<file path="config.mk">
export PLATFORM = sky130hd
export DESIGN_NAME = mult_div_unit
export DESIGN_NICKNAME = d
export VERILOG_FILES = /design/src/rtl/mult_div_unit.sv
export SDC_FILE = /design/constraint.sdc
export NUM_CORES = 1
export LEC_CHECK = 0
export CAP_MARGIN = 40
export CORE_UTILIZATION = 34
export CTS_BUF_LIST = sky130_fd_sc_hd__clkbuf_8
export CTS_CLUSTER_SIZE = 10
export DETAILED_ROUTE_END_ITERATION = 12
export PLACE_DENSITY = 0.62
export SYNTH_ARGS = -nofsm -noshare
export SYNTH_HDL_FRONTEND = slang
export SYNTH_SLANG_ARGS = --single-unit
</file>
<file path="constraint.sdc">
create_clock -name clk -period 4.14 [get_ports clk]
set_input_delay 1.035 -clock clk [delete_from_list [all_inputs] [get_ports clk]]
set_output_delay 1.035 -clock clk [all_outputs]
set_load 0.02 [all_outputs]
</file>
<file path="src/rtl/mult_div_unit.sv">
// mult_div_unit: iterative 33-cycle MULT/MULTU/DIV/DIVU unit with architectural HI/LO and MTHI/MTLO
module mult_div_unit #(
  parameter int WIDTH = 32
) (
  input  logic             clk,
  input  logic             rst,
  input  logic             start,
  input  logic [1:0]       op,
  input  logic [WIDTH-1:0] rs_data,
  input  logic [WIDTH-1:0] rt_data,
  input  logic             hi_we,
  input  logic             lo_we,
  input  logic [WIDTH-1:0] wdata,
  output logic             busy,
  output logic             done,
  output logic [WIDTH-1:0] hi,
  output logic [WIDTH-1:0] lo
);
  typedef enum logic [1:0] {IDLE, CALC, FIX} state_t;
  state_t               state_q, state_d;
  logic [4:0]           cnt_q, cnt_d;
  logic [1:0]           op_q, op_d;
  logic [WIDTH-1:0]     a_q, a_d, b_q, b_d, hi_q, hi_d, lo_q, lo_d;
  logic                 sa_q, sa_d, sb_q, sb_d, busy_q, busy_d, done_q, done_d;
  logic [2*WIDTH-1:0]   acc_q, acc_d;
  logic [WIDTH:0]       mul_sum, shifted, diff;
  logic [2*WIDTH-1:0]   mul_acc, div_acc, prod_fix;
  logic [WIDTH-1:0]     q_fix, r_fix;
  logic                 neg_q, neg_r;
  assign mul_sum  = {1'b0, acc_q[2*WIDTH-1:WIDTH]} + {1'b0, {WIDTH{b_q[0]}} & a_q};
  assign mul_acc  = {mul_sum, acc_q[WIDTH-1:1]};
  assign shifted  = {acc_q[2*WIDTH-1:WIDTH], a_q[WIDTH-1]};
  assign diff     = shifted - {1'b0, b_q};
  assign div_acc  = {diff[WIDTH] ? shifted[WIDTH-1:0] : diff[WIDTH-1:0], acc_q[WIDTH-2:0], ~diff[WIDTH]};
  assign prod_fix = (op_q[0] & (sa_q ^ sb_q)) ? -acc_q : acc_q;
  assign neg_q    = op_q[0] & (sa_q ^ sb_q) & (b_q != '0);
  assign neg_r    = op_q[0] & sa_q & (b_q != '0);
  assign q_fix    = neg_q ? -acc_q[WIDTH-1:0] : acc_q[WIDTH-1:0];
  assign r_fix    = neg_r ? -acc_q[2*WIDTH-1:WIDTH] : acc_q[2*WIDTH-1:WIDTH];
  always_comb begin
    state_d = state_q;
    cnt_d   = cnt_q;
    op_d    = op_q;
    a_d     = a_q;
    b_d     = b_q;
    sa_d    = sa_q;
    sb_d    = sb_q;
    acc_d   = acc_q;
    hi_d    = hi_q;
    lo_d    = lo_q;
    done_d  = 1'b0;
    case (state_q)
      IDLE: begin
        if (start) begin
          op_d    = op;
          sa_d    = op[0] & rs_data[WIDTH-1];
          sb_d    = op[0] & rt_data[WIDTH-1];
          a_d     = (op[0] & rs_data[WIDTH-1]) ? -rs_data : rs_data;
          b_d     = (op[0] & rt_data[WIDTH-1]) ? -rt_data : rt_data;
          acc_d   = '0;
          cnt_d   = '0;
          state_d = CALC;
        end else begin
          hi_d = hi_we ? wdata : hi_q;
          lo_d = lo_we ? wdata : lo_q;
        end
      end
      CALC: begin
        acc_d   = op_q[1] ? div_acc : mul_acc;
        a_d     = op_q[1] ? a_q << 1 : a_q;
        b_d     = op_q[1] ? b_q : b_q >> 1;
        cnt_d   = cnt_q + 5'd1;
        state_d = (cnt_q == 5'(WIDTH - 1)) ? FIX : CALC;
      end
      FIX: begin
        hi_d    = op_q[1] ? r_fix : prod_fix[2*WIDTH-1:WIDTH];
        lo_d    = op_q[1] ? q_fix : prod_fix[WIDTH-1:0];
        done_d  = 1'b1;
        cnt_d   = '0;
        state_d = IDLE;
      end
      default: state_d = IDLE;
    endcase
    busy_d = state_d != IDLE;
  end
  always_ff @(posedge clk) begin
    if (rst) begin
      state_q <= IDLE;
      cnt_q   <= '0;
      op_q    <= '0;
      a_q     <= '0;
      b_q     <= '0;
      sa_q    <= 1'b0;
      sb_q    <= 1'b0;
      acc_q   <= '0;
      hi_q    <= '0;
      lo_q    <= '0;
      busy_q  <= 1'b0;
      done_q  <= 1'b0;
    end else begin
      state_q <= state_d;
      cnt_q   <= cnt_d;
      op_q    <= op_d;
      a_q     <= a_d;
      b_q     <= b_d;
      sa_q    <= sa_d;
      sb_q    <= sb_d;
      acc_q   <= acc_d;
      hi_q    <= hi_d;
      lo_q    <= lo_d;
      busy_q  <= busy_d;
      done_q  <= done_d;
    end
  end
  assign busy = busy_q;
  assign done = done_q;
  assign hi   = hi_q;
  assign lo   = lo_q;
endmodule
</file>
Word level (Yosys, flattened, before mapping)
Cells that the tools add are included.
- add/subtract/negate cells: 8
- equality and inequality tests: 9
- muxes and demuxes: 29
- bitwise gates (word level): 9
- reduce and logical (&&, ||, !) cells: 13
- operators by type and width (operator ; count):
    $mux W32 ; 15
    $pmux W32 S2 ; 4
    $mux W64 ; 3
    $neg A32 Y32 ; 4
    $pmux W64 S2 ; 1
    $neg A64 Y64 ; 1
    $add A32 B32 Y33 ; 1
    $sub A33 B32 Y33 ; 1
    $and A32 B32 Y32 ; 1
    $reduce_bool A32 Y1 ; 1
    $pmux W5 S3 ; 1
    $ne A2 B2 Y1 const B ; 6
    $reduce_and A3 Y1 ; 4
    $and A1 B1 Y1 ; 6
    $reduce_and A2 Y1 ; 3
    $reduce_bool A2 Y1 ; 3
    $add A5 B1 Y5 const B ; 1
    $eq A5 B5 Y1 const B ; 1
    $mux W5 ; 1
    $mux W2 ; 2
    $pmux W2 S2 ; 1
    $reduce_bool A3 Y1 ; 1
    $eq A2 B1 Y1 const B ; 1
    $eq A2 B2 Y1 const B ; 1
    4 further kinds ; 4
- register bits after elaboration: 205
- output and inout bits: 66
- word-level logic and storage cells: 80

Logic depth before layout (Yosys ltp)
Gate-level depths: netlist of the first run.
- depth in word-level cells: 6
- depth in mapped cells: 15
- depth with buffers taken out: 14

Worst setup path before layout of the first run
Ideal clock, no wire load.
- path type: in2reg
- start point: input rt_data[4]
- end point: register b_q[30]
- library setup time: 95 ps
- arrival: 3441 ps
- setup slack: 604 ps
- stages on the path: 9
- cell sequence: nor4_1 > and4b_1 > nor4bb_1 > and3b_1 > nand3b_1 > nor4_1 > a31oi_1 > xnor2_1 > a221oi_1
- longest elaborated chain between the ends: 4
- RTL lines (element ; RTL line ; RTL):
    start: declaration ; 10 ; input logic [WIDTH-1:0] rt_data,
    $neg A32 Y32 ; 59 ; b_d = (op[0] & rt_data[WIDTH-1]) ? -rt_data : rt_data;
    $mux W32 ; 59 ;
    $mux W32 ; 54 ; if (start) begin
    $pmux W32 S2 ; 52 ; case (state_q)
    end signal: assignment ; 92 ; b_q <= '0;
    end signal: assignment ; 105 ; b_q <= b_d;
    end: declaration ; 23 ; logic [WIDTH-1:0] a_q, a_d, b_q, b_d, hi_q, hi_d, lo_q, lo_d;
Every way passes these cells. The select of a mux whose other input is x is not followed.
A chain may end at the register's enable or synchronous reset.

Worst setup path after layout of the first run
- start point: register a_q[31]
- end point: register acc_q[33]
- longest elaborated chain between the ends: 4
- RTL lines (element ; RTL line ; RTL):
    start: declaration ; 23 ;
    start signal: assignment ; 91 ; a_q <= '0;
    start signal: assignment ; 104 ; a_q <= a_d;
    $sub A33 B32 Y33 ; 33 ; assign diff = shifted - {1'b0, b_q};
    $mux W32 ; 34 ; assign div_acc = {diff[WIDTH] ? shifted[WIDTH-1:0] : diff[WIDTH-1:0], acc_q[WIDTH-2:0], ~diff[WIDTH]};
    $mux W64 ; 69 ; acc_d = op_q[1] ? div_acc : mul_acc;
    $pmux W64 S2 ; 52 ;
    end signal: assignment ; 95 ; acc_q <= '0;
    end signal: assignment ; 108 ; acc_q <= acc_d;
    end: declaration ; 25 ; logic [2*WIDTH-1:0] acc_q, acc_d;
Every way passes these cells.

==> results of run 1 <==
metrics by stage:
step / area [um^2] / total power [W] / instances / setup slack, ns / utilization, %
6_report: 18900 / 0.00571 / 2815 / 0.337 / 42.2
3_5_place_dp: 18100 / 0.00374 / 2747 / 0.155 / 40.5
2_1_floorplan: 15500 / 0.00320 / 2048 / 0.604 / -
4_1_cts: 18900 / 0.00573 / 2813 / 0.338 / 42.2
5_1_grt: 18900 / 0.00599 / 2814 / 0.0844 / 42.2
3_3_place_gp: 18100 / 0.00373 / 2747 / 0.192 / 40.5
report_power, final:
part	total [W]	leakage (nW)	internal, W	switching [W]
clock	0.00198	0.438	0.00109	0.000891
combinational	0.00155	5.54	0.000661	0.000893
sequential	0.00217	1.67	0.00208	0.0000977
total	0.00571	7.65	0.00383	0.00188
sequential cells by signal, summed over array words and instances (netlist names):
name and count:
a_q 32, acc_q 64, b_q 32, busy 1
cnt_q 5, done 1, hi 32, lo 32
op_q 2, sa_q 1, sb_q 1, state_q 2
cells in the mapped netlist, types with 28 or more instances:
library cell,number
inv_1,61
a211oi_1,122
clkbuf_1,112
o21ai_0,113
nand3_1,28
a21o_1,36
nor2_1,303
nor3_1,38
a21oi_1,184
and2_1,41
xor2_1,57
nand2_1,119
xnor2_1,104
dfxtp_1,205
ha_1,71
mux2i_1,117
worst paths after layout:
kind | slack, ns | end | cells past startpoint
worst max register to register | 0.34 | acc_q[33]$_SDFFE_PP0P_ | 13
worst max-delay path | 0.34 | acc_q[33]$_SDFFE_PP0P_ | 13
worst min-delay path | 0.49 | a_q[1]$_SDFFE_PP0P_ | 2
worst min register to register | 0.49 | a_q[1]$_SDFFE_PP0P_ | 2
cell usage in the layout, fill, tap and decap left out, drive strengths merged, types with 25 or more instances in the layout:
master / instances
inv: 74
dfxtp: 205
nand2: 119
nor3: 38
ha: 71
nor2: 303
clkdlybuf4s50: 167
a21oi: 184
xnor2: 104
buf: 75
nand3: 28
o21ai: 114
a211oi: 122
mux2i: 117
xor2: 57
or3: 25
a21o: 36
and2: 41
clkbuf: 47
area by class of cell:
class                   instances  share of cell area [%]
well taps                     592                    3.93
inverters                      61                    1.21
repair buffers                242                    12.0
clock inverters                19                   0.603
clock buffers                  47                    3.43
multi-input cells            1647                    57.0
diodes                          2                  0.0265
flip-flops and latches        205                    21.8
logic make-up (layout without fill, tap and decap cells):
logic type / count (synthesis) / count (layout) / share of synthesized area (%)
other cells: 0 / 2 / 0
mux: 119 / 119 / 7.68
simple gates: 675 / 675 / 20.5
xor+xnor: 161 / 161 / 9.07
flops: 205 / 205 / 26.4
fa+ha+maj: 74 / 74 / 6.04
buf+inv: 196 / 369 / 4.77
compound gates: 618 / 618 / 25.6
layer usage:
metal  track usage, %  vias up  share of wire [%]
met2             34.5      431                 44
met5                0        -                  0
met3             3.09       58                5.2
li1                 -     7703                  -
met1             31.7     7327                 49
met4             5.79        0                2.0
tightest hold or removal path, cell delays in order (launching register included):
cell and delay (ns):
dfxtp_1 0.33, nand2_1 0.06, a21oi_1 0.06
==> results by group, run 1 <==
Outcome
  – Outcome: finished clean

Timing
  – Slew Limit Fails: 0
  – Final setup viols: 0
  – Tcrit/Tclk final: approximately 90%
  – Fmax: 263 MHz
  – Skew final: 0.0127 ns
  – RSZ-0062 raised after global routing: no
  – Final Hold Fails: 0
  – Worst-Margin Slew: 0.944 ns
  – Slew HR: between 30 and 40%
  – Hold Worst Slack: ~0.5 ns
  – TNS Setup: 0 ns
  – Tmin final: 3.80 ns

GRT
  – Antenna violations before repair: 3
  – Largest net degree at the start of global routing: 78
  – First-pass GRT wire length: 83.1 mm
  – Total grt overflow: 0
  – Total track usage: 22.1%
  – Number of global-route vias before repair: 14.7k

Floorplanning
  – Initial Util: about a third
  – Die area: 0.0466 mm^2
  – # IOs: 169
  – Row count: 77
  – Core box area: 0.0447 mm^2
  – Die Wd: around 220 um
  – Die Ht: 216 um

Worst setup path
  – Setup CP Type: register to register
  – Delay of the slowest cell on the worst path: 0.40 ns
  – Worst R2R Start: a_q[31]$_SDFFE_PP0P_
  – Critical Path Start: a_q[31]$_SDFFE_PP0P_
  – Crit-path cells: inv_1 > ha_1 > fa_1 > nand2b_1 > a21oi_1 > o311a_1 > o21ai_1 > a2111oi_4 > o211ai_1 > and3_1 > or2_1 > or3_1 > a311oi_1
  – Crit-path slowest cell: fa_1
  – Worst setup EP type: register
  – Crit Path Max Fanout: 9
  – Setup crit start kind: register
  – CP top delay family: compound AO/OA/AOI/OAI gates
  – WP buf/inv: 1
  – Worst Path Required: 4.59 ns
  – WP data arrival: 4.26 ns

Power
  – Leakage dissipation: 7.65 nW
  – VDD IR-drop max: slightly below 0.0002 V
  – Pwr dens: about 300 mW/mm^2

Clock network
  – Clock Sinks: 205
  – Clk root buf: clkbuf_8
  – Worst-Skew Late Latency: 0.55 ns
  – TritonCTS clock tree: built
  – CTS hold repair buffers: 0
  – CTS Buf Count: 38
  – Clk pin slew, worst setup/hold paths: 0.06 ns
  – H-Tree Depth: 2
  – Clock Tree Buf Depth: 3
  – Post-CTS sizing: 0
  – Post-CTS setup repair buffer count: 0

Synth
  – Library cells used by synthesis: 73
  – Synthesized area: 0.0155 mm^2
  – Main flop type after synthesis: dfxtp_1
  – Seq cells post-synth: 205
  – Register area share after synthesis: 26.4%
  – Ys async rst share: 0%
  – Syn Area/Cell: 7.59 um^2
  – Yosys top cell area share: 26.4%
  – Top cells by area, synth: dfxtp_1 26%, mux2i_1 7.5%, nor2_1 7.3%, a21oi_1 5.9%, a211oi_1 5.9%
  – Syn Nets: ~2.2k
  – Number of synthesized flops with an enable pin: 0
  – Cells after Synth: 2048
  – Area leader, netlist: dfxtp_1
  – Yosys warnings: 0

Placed design
  – # port buffers: 168
  – HPWL Detailed: 40.4 mm
  – RD Place Congestion: 0.932

Final layout
  – Sequential cell area: 0.00411 mm^2
  – Fill cells: ~4.6k
  – Nets@finish: 2371
  – Area growth syn-to-layout: 21.4%
  – Multi-input logic area: between 0.01 and 0.015 mm^2
  – Share of layout cells above drive strength 1: 7.34%

Route
  – Drt initial violations: ~1.3k
  – First-pass DRT Iterations: 5
  – Routed length per instance: 18.7 um
  – Via/cell ratio: 5.51
  – Antenna-violating nets left: 0
  – DRC errors left: 0
  – Routed via count: 15.5k
  – Routed Wire Length: 52.6 mm

Min path
  – Hold path start: a_q[1]$_SDFFE_PP0P_
  – Tightest Hold Check Type: register to register

Job
  – Max-Cap Viols: 0
Power figures use the tool's default switching activity.
==> run 2: changes to the inputs <==
--- a/config.mk
+++ b/config.mk
@@ -5,12 +5,12 @@
 export SDC_FILE = /design/constraint.sdc
 export NUM_CORES = 1
 export LEC_CHECK = 0
-export CAP_MARGIN = 40
 export CORE_UTILIZATION = 34
 export CTS_BUF_LIST = sky130_fd_sc_hd__clkbuf_8
 export CTS_CLUSTER_SIZE = 10
 export DETAILED_ROUTE_END_ITERATION = 12
 export PLACE_DENSITY = 0.62
+export SKIP_LAST_GASP = 1
 export SYNTH_ARGS = -nofsm -noshare
 export SYNTH_HDL_FRONTEND = slang
 export SYNTH_SLANG_ARGS = --single-unit
==> results of run 2 <==
Final layout, timing and power as in run 1 (identical DEF).
==> run 3: changes to the inputs <==
--- a/config.mk
+++ b/config.mk
@@ -10,6 +10,7 @@
 export CTS_CLUSTER_SIZE = 10
 export DETAILED_ROUTE_END_ITERATION = 12
 export PLACE_DENSITY = 0.62
+export SKIP_CTS_REPAIR_TIMING = 1
 export SKIP_LAST_GASP = 1
 export SYNTH_ARGS = -nofsm -noshare
 export SYNTH_HDL_FRONTEND = slang
==> results of run 3 <==
Final layout, timing and power as in run 1 (identical DEF).
